<file path="config.mk">
export PLATFORM = sky130hd
export DESIGN_NAME = gray_decode_monitor
export DESIGN_NICKNAME = d
export VERILOG_FILES = /design/src/rtl/gray_decode_monitor_pkg.sv /design/src/rtl/gray_to_bin.sv /design/src/rtl/gray_decode_monitor.sv
export SDC_FILE = /design/constraint.sdc
export NUM_CORES = 1
export LEC_CHECK = 0
export BUFFER_PORTS_ARGS = -buffer_cell sky130_fd_sc_hd__buf_4
export CORE_AREA = 2 2 87 47
export DETAILED_ROUTE_END_ITERATION = 10
export DIE_AREA = 0 0 89 49
export GPL_TIMING_DRIVEN = 1
export PLACE_DENSITY = 0.84
export SETUP_SLACK_MARGIN = 0.5
export SKIP_CTS_REPAIR_TIMING = 1
export SLEW_MARGIN = 20
export SYNTH_ARGS = -nofsm -noshare
export SYNTH_HDL_FRONTEND = slang
export SYNTH_SLANG_ARGS = --single-unit
</file>
<file path="constraint.sdc">
create_clock -name clk -period 8.3 [get_ports clk]
set_input_delay 0.83 -clock clk [delete_from_list [all_inputs] [get_ports clk]]
set_output_delay 0.83 -clock clk [all_outputs]
set_load 0.05 [all_outputs]
</file>
<file path="src/rtl/gray_decode_monitor_pkg.sv">
// Shared definitions for the Gray-code receive monitor: default widths,
// lock state and step classification types.
package gray_decode_monitor_pkg;

   localparam int unsigned GRAY_N_DEFAULT = 8;
   localparam int unsigned ERR_W_DEFAULT  = 8;

   typedef enum logic {
      UNLOCKED = 1'b0,
      LOCKED   = 1'b1
   } lock_state_t;

   typedef enum logic [1:0] {
      STEP_NONE,
      STEP_UP,
      STEP_DOWN,
      STEP_ILLEGAL
   } step_kind_t;

endpackage

</file>
<file path="src/rtl/gray_to_bin.sv">
// Combinational Gray-to-binary decoder: each binary bit is the XOR of the
// Gray bits at and above its position.
module gray_to_bin #(
   parameter int unsigned N = 8
) (
   input  logic [N-1:0] gray,
   output logic [N-1:0] bin
);

   always_comb begin
      bin = '0;
      for (int unsigned i = 0; i < N; i++) begin
         bin[i] = ^(gray >> i);
      end
   end

endmodule

</file>
<file path="src/rtl/gray_decode_monitor.sv">
// Receive-side Gray bus checker: synchronises, decodes, classifies each
// accepted step as up/down and counts illegal steps (saturating).
module gray_decode_monitor
   import gray_decode_monitor_pkg::*;
#(
   parameter int unsigned N     = GRAY_N_DEFAULT,
   parameter int unsigned ERR_W = ERR_W_DEFAULT
) (
   input  logic             clk,
   input  logic             rst,
   input  logic [N-1:0]     gray_in,
   input  logic             sample_en,
   output logic [N-1:0]     bin_out,
   output logic             valid,
   output logic             dir_up,
   output logic             step_err,
   output logic [ERR_W-1:0] err_count,
   output logic             locked
);

   logic [N-1:0] sync1;
   logic [N-1:0] sync2;
   logic [N-1:0] last_gray;
   logic [N-1:0] sync_bin;
   logic [N-1:0] delta;
   logic         accept;
   lock_state_t  state_q;
   lock_state_t  state_d;
   step_kind_t   step_kind;

   gray_to_bin #(.N(N)) u_gray_to_bin (
      .gray (sync2),
      .bin  (sync_bin)
   );

   // First sample after reset only establishes the reference; later samples
   // are accepted only when the synchronised code actually moved.
   always_comb begin
      state_d = state_q;
      accept  = 1'b0;
      if (sample_en) begin
         case (state_q)
            UNLOCKED: begin
               accept  = 1'b1;
               state_d = LOCKED;
            end
            LOCKED:   accept = (sync2 != last_gray);
            default:  state_d = UNLOCKED;
         endcase
      end
   end

   assign delta = sync_bin - bin_out;

   always_comb begin
      step_kind = STEP_NONE;
      if (accept && (state_q == LOCKED)) begin
         if (delta == N'(1))
            step_kind = STEP_UP;
         else if (delta == '1)
            step_kind = STEP_DOWN;
         else
            step_kind = STEP_ILLEGAL;
      end
   end

   assign locked = (state_q == LOCKED);

   always_ff @(posedge clk) begin
      if (rst) begin
         state_q   <= UNLOCKED;
         sync1     <= '0;
         sync2     <= '0;
         last_gray <= '0;
         bin_out   <= '0;
         valid     <= 1'b0;
         dir_up    <= 1'b0;
         step_err  <= 1'b0;
         err_count <= '0;
      end else begin
         state_q  <= state_d;
         sync1    <= gray_in;
         sync2    <= sync1;
         valid    <= accept;
         step_err <= (step_kind == STEP_ILLEGAL);
         if (accept) begin
            last_gray <= sync2;
            bin_out   <= sync_bin;
         end
         case (step_kind)
            STEP_UP:      dir_up <= 1'b1;
            STEP_DOWN:    dir_up <= 1'b0;
            STEP_ILLEGAL: if (err_count != '1) err_count <= err_count + 1'b1;
            default:      ;
         endcase
      end
   end

endmodule

</file>
==> key figures <==
Outcome
  – Result of the run: finished clean

Die
  – Top-level port count: 31
  – Num rows: 16
  – Vert. Die Dim: 49 um
  – Initial Util: between 50% and 60%
  – Core region area: 3680 um^2
  – Chip Width: 89 um
  – Area enclosed by the die boundary: 4360 um^2

Timing
  – Hold slack: 0.440 ns
  – Achievable clock frequency: 216 MHz
  – Worst max-slew margin expressed relative to the limit: 52.3%
  – Setup TNS: 0 ns
  – Crit path setup slack, layout: 3.67 ns
  – Post-route clock period utilization: 55.8%
  – Worst clock skew: a little over 0.009 ns
  – Final setup violating endpoints: 0
  – RSZ-0062 raised after global routing: false
  – Worst slew pin tran: 0.710 ns
  – Final number of max-transition violations: 0
  – Count of endpoints failing hold in the final timing report: 0
  – Crit path time final: 4.63 ns

Synth
  – Post-synth cell types: 40
  – Yosys warnings: 0
  – Number of synthesized flops with an enable pin: 0
  – Part of the Yosys area used for sequential elements: 41.2%
  – Net count of the mapped netlist: 237
  – Seq cells post-synth: 43
  – Average instance area after synthesis: 9.75 um^2
  – Area of the mapped netlist: 2090 um^2
  – Synthesized instance count: 214
  – Top FF cell, synth: dfxtp_1
  – Ys async rst share: 0%

GRT
  – Maximum number of pins on one net before global-route repair: 44
  – Number of global-route vias before repair: 1395
  – Overall routing resource usage: 19.8%
  – First-pass GRT wire length: 6.62 mm
  – Antenna violations before repair: 0
  – Leftover overflow at the end of global routing: 0

Finish
  – Number of antenna cells inserted: 0
  – Fraction of layout instances using a drive strength above 1: 18.0%
  – Non-Filler Instances: 298
  – Most frequent standard cell in the layout excluding fill and tap cells: dfxtp_1
  – Relative area change from synthesis to final layout: 18.2%
  – Most frequent cells in the layout: dfxtp_1 (43), buf_4 (30), nor2_1 (28), nor2b_1 (18), inv_1 (15)
  – Finished Core Util: 67.0%
  – Multi-input gate area: around 1100 um^2
  – Final Instance Area: 2470 um^2
  – Sequential cell area: ~860 um^2
  – Filler cells: 333
  – Net count of the finished layout: 266

Min path
  – Min-Delay Path Depth: 1
  – Worst hold path startpoint: sync1[3]
  – Hold Path Class: flop to flop
  – Destination of the worst hold path: sync2[3]

Pwr
  – Static Leakage: roughly 1.1 nW
  – Power per cell area: 219 nW/um^2
  – Share of power burned in combinational logic: 27.9%
  – Power share of the clock group: 30.8%
  – IR Drop Worst-Case VDD: between 0.1 and 0.15 mV
  – Power dissipated by switching net loads: 0.173 mW
  – Internal power component: 0.367 mW
  – Total Power Consumption: 0.540 mW
  – Share of total power in sequential cells: 41.2%
  – Switching power share of the total: 32.0%

Critical path
  – Type of destination of the critical path: flop
  – Depth of the worst register-to-register path: 18
  – Worst setup path category: flop to flop
  – Startpoint of the most critical register-to-register path: sync2[5]
  – Worst Path Max Fanout: 4
  – Reg-to-reg slack, setup: between 3 and 4 ns
  – Required time reported for the critical path endpoint: 8.48 ns
  – CP Data Arrival Time: 4.81 ns
  – Worst reg2reg endpoint: err_count[4]
  – Crit start category: flop

Place
  – Placed cell area: 2340 um^2
  – Worst slack at placement: approximately 3.7 ns
  – Routability-driven placement congestion ratio: between 0.8 and 0.9
  – Total placed cells including tap cells: 290
  – Total of buffers placed on input and output ports: 30
  – HPWL after detailed placement: 2.93 mm

Route
  – DRC errors left: 0
  – Iteration-0 DRC Markers: 60
  – Total number of vias: 1535
  – ANT nets after route: 0
  – Number of vias per cell: 5.15
  – Average wire per standard cell: 13.3 um
  – Total wire length after detailed routing: 3.95 mm
  – Total iterations of the first detailed-routing run: 4

Clocking
  – Clock transition at the registers of the reported paths: 0.08 ns
  – CTS tree: yes
  – Clk sinks: 43
  – CTS H-tree lvls: 2
  – Total clock buffers created by CTS: 5
  – Cell chosen for the clock root: clkbuf_8
  – Clock Tree Buf Depth: 2
  – Insertion delay of the later-clocked pin in the worst-skew pair: 0.30 ns

Run
  – Maximum capacitance violations: 0
[worst max path at each step]
| stage | startpoint | to | slack (ns) |
|---|---|---|---|
| final | sync2[5] | err_count[4] | 3.67 |
| after global placement | sync2[5] | err_count[4] | 3.92 |
| after detailed placement | sync2[5] | err_count[4] | 3.66 |
| after global routing | sync2[5] | err_count[4] | 3.34 |
| after CTS | sync2[5] | err_count[4] | 3.65 |
| after floorplan | sync2[5] | err_count[4] | 4.11 |
[routing by layer]
| layer | track usage (%) | part of all wire (%) |
|---|---|---|
| met1 | 29.5 | 51 |
| met2 | 28.5 | 43 |
| met3 | 5.58 | 4.7 |
| met4 | 4.73 | 0.51 |
| met5 | 0 | 0 |
[cell usage after synthesis, types with 2 or more instances]
| library cell | count | area (um^2) |
|---|---|---|
| dfxtp_1 | 43 | 861 |
| nor2_1 | 28 | 105 |
| nor2b_1 | 18 | 113 |
| inv_1 | 15 | 56.3 |
| mux2i_1 | 14 | 140 |
| xor2_1 | 13 | 114 |
| ha_1 | 11 | 138 |
| xnor2_1 | 8 | 70.1 |
| a21oi_1 | 6 | 30.0 |
| clkbuf_1 | 6 | 22.5 |
| nand2_1 | 6 | 22.5 |
| nand3_1 | 4 | 20.0 |
| nand4_1 | 4 | 25.0 |
| a31oi_1 | 3 | 18.8 |
| o21ai_0 | 3 | 15.0 |
| a211oi_1 | 2 | 15.0 |
| a41oi_1 | 2 | 17.5 |
| and3_1 | 2 | 12.5 |
| buf_4 | 2 | 15.0 |
| nor4_1 | 2 | 12.5 |
| o41ai_1 | 2 | 17.5 |
| or3_1 | 2 | 12.5 |
[flip-flops by register name, summed over array words and instances, names as in the netlist]
signal / count
err_count: 8
dir_up: 1
sync1: 8
bin_out: 8
step_err: 1
last_gray: 7
sync2: 8
valid: 1
locked: 1
[critical path: stages, from the launching register on]
cell      delay [ns]
dfxtp_1         0.37
xor3_2          0.54
xnor2_4         0.26
xor2_2          0.28
xnor2_1         0.23
ha_1            0.21
inv_1           0.05
fa_1            0.39
a21o_1          0.17
a21oi_1         0.25
nor2_1          0.08
a311oi_1        0.46
o41a_1          0.23
ha_1            0.17
inv_1           0.08
a41oi_1         0.36
nand4_1         0.16
xor2_1          0.15
nor2_1          0.05
[area by class of cell]
cell class	instances	area share (%)
clock inverters	3	1.93
clock buffers	5	2.79
inverters	15	2.28
flip-flops and latches	43	34.9
repair buffers	30	9.13
multi-input cells	148	46.2
well taps	54	2.74
[logic make-up after synthesis]
logic type      share of synthesized area (%)
compound gates                           9.71
xor+xnor                                 13.2
fa+ha+maj                                7.55
simple gates                             17.0
buf+inv                                  4.50
flops                                    41.2
mux                                      6.71
[power by group through the flow]
stage                     Sequential [mW]  Clock (mW)  Combinational [mW]
after global routing                0.224       0.182               0.166
after CTS                           0.223       0.170               0.150
final                               0.223       0.167               0.151
after detailed placement            0.228           0               0.148
after global placement              0.227           0               0.144
after floorplan                     0.243           0              0.0993
Power figures use the tool's default switching activity.
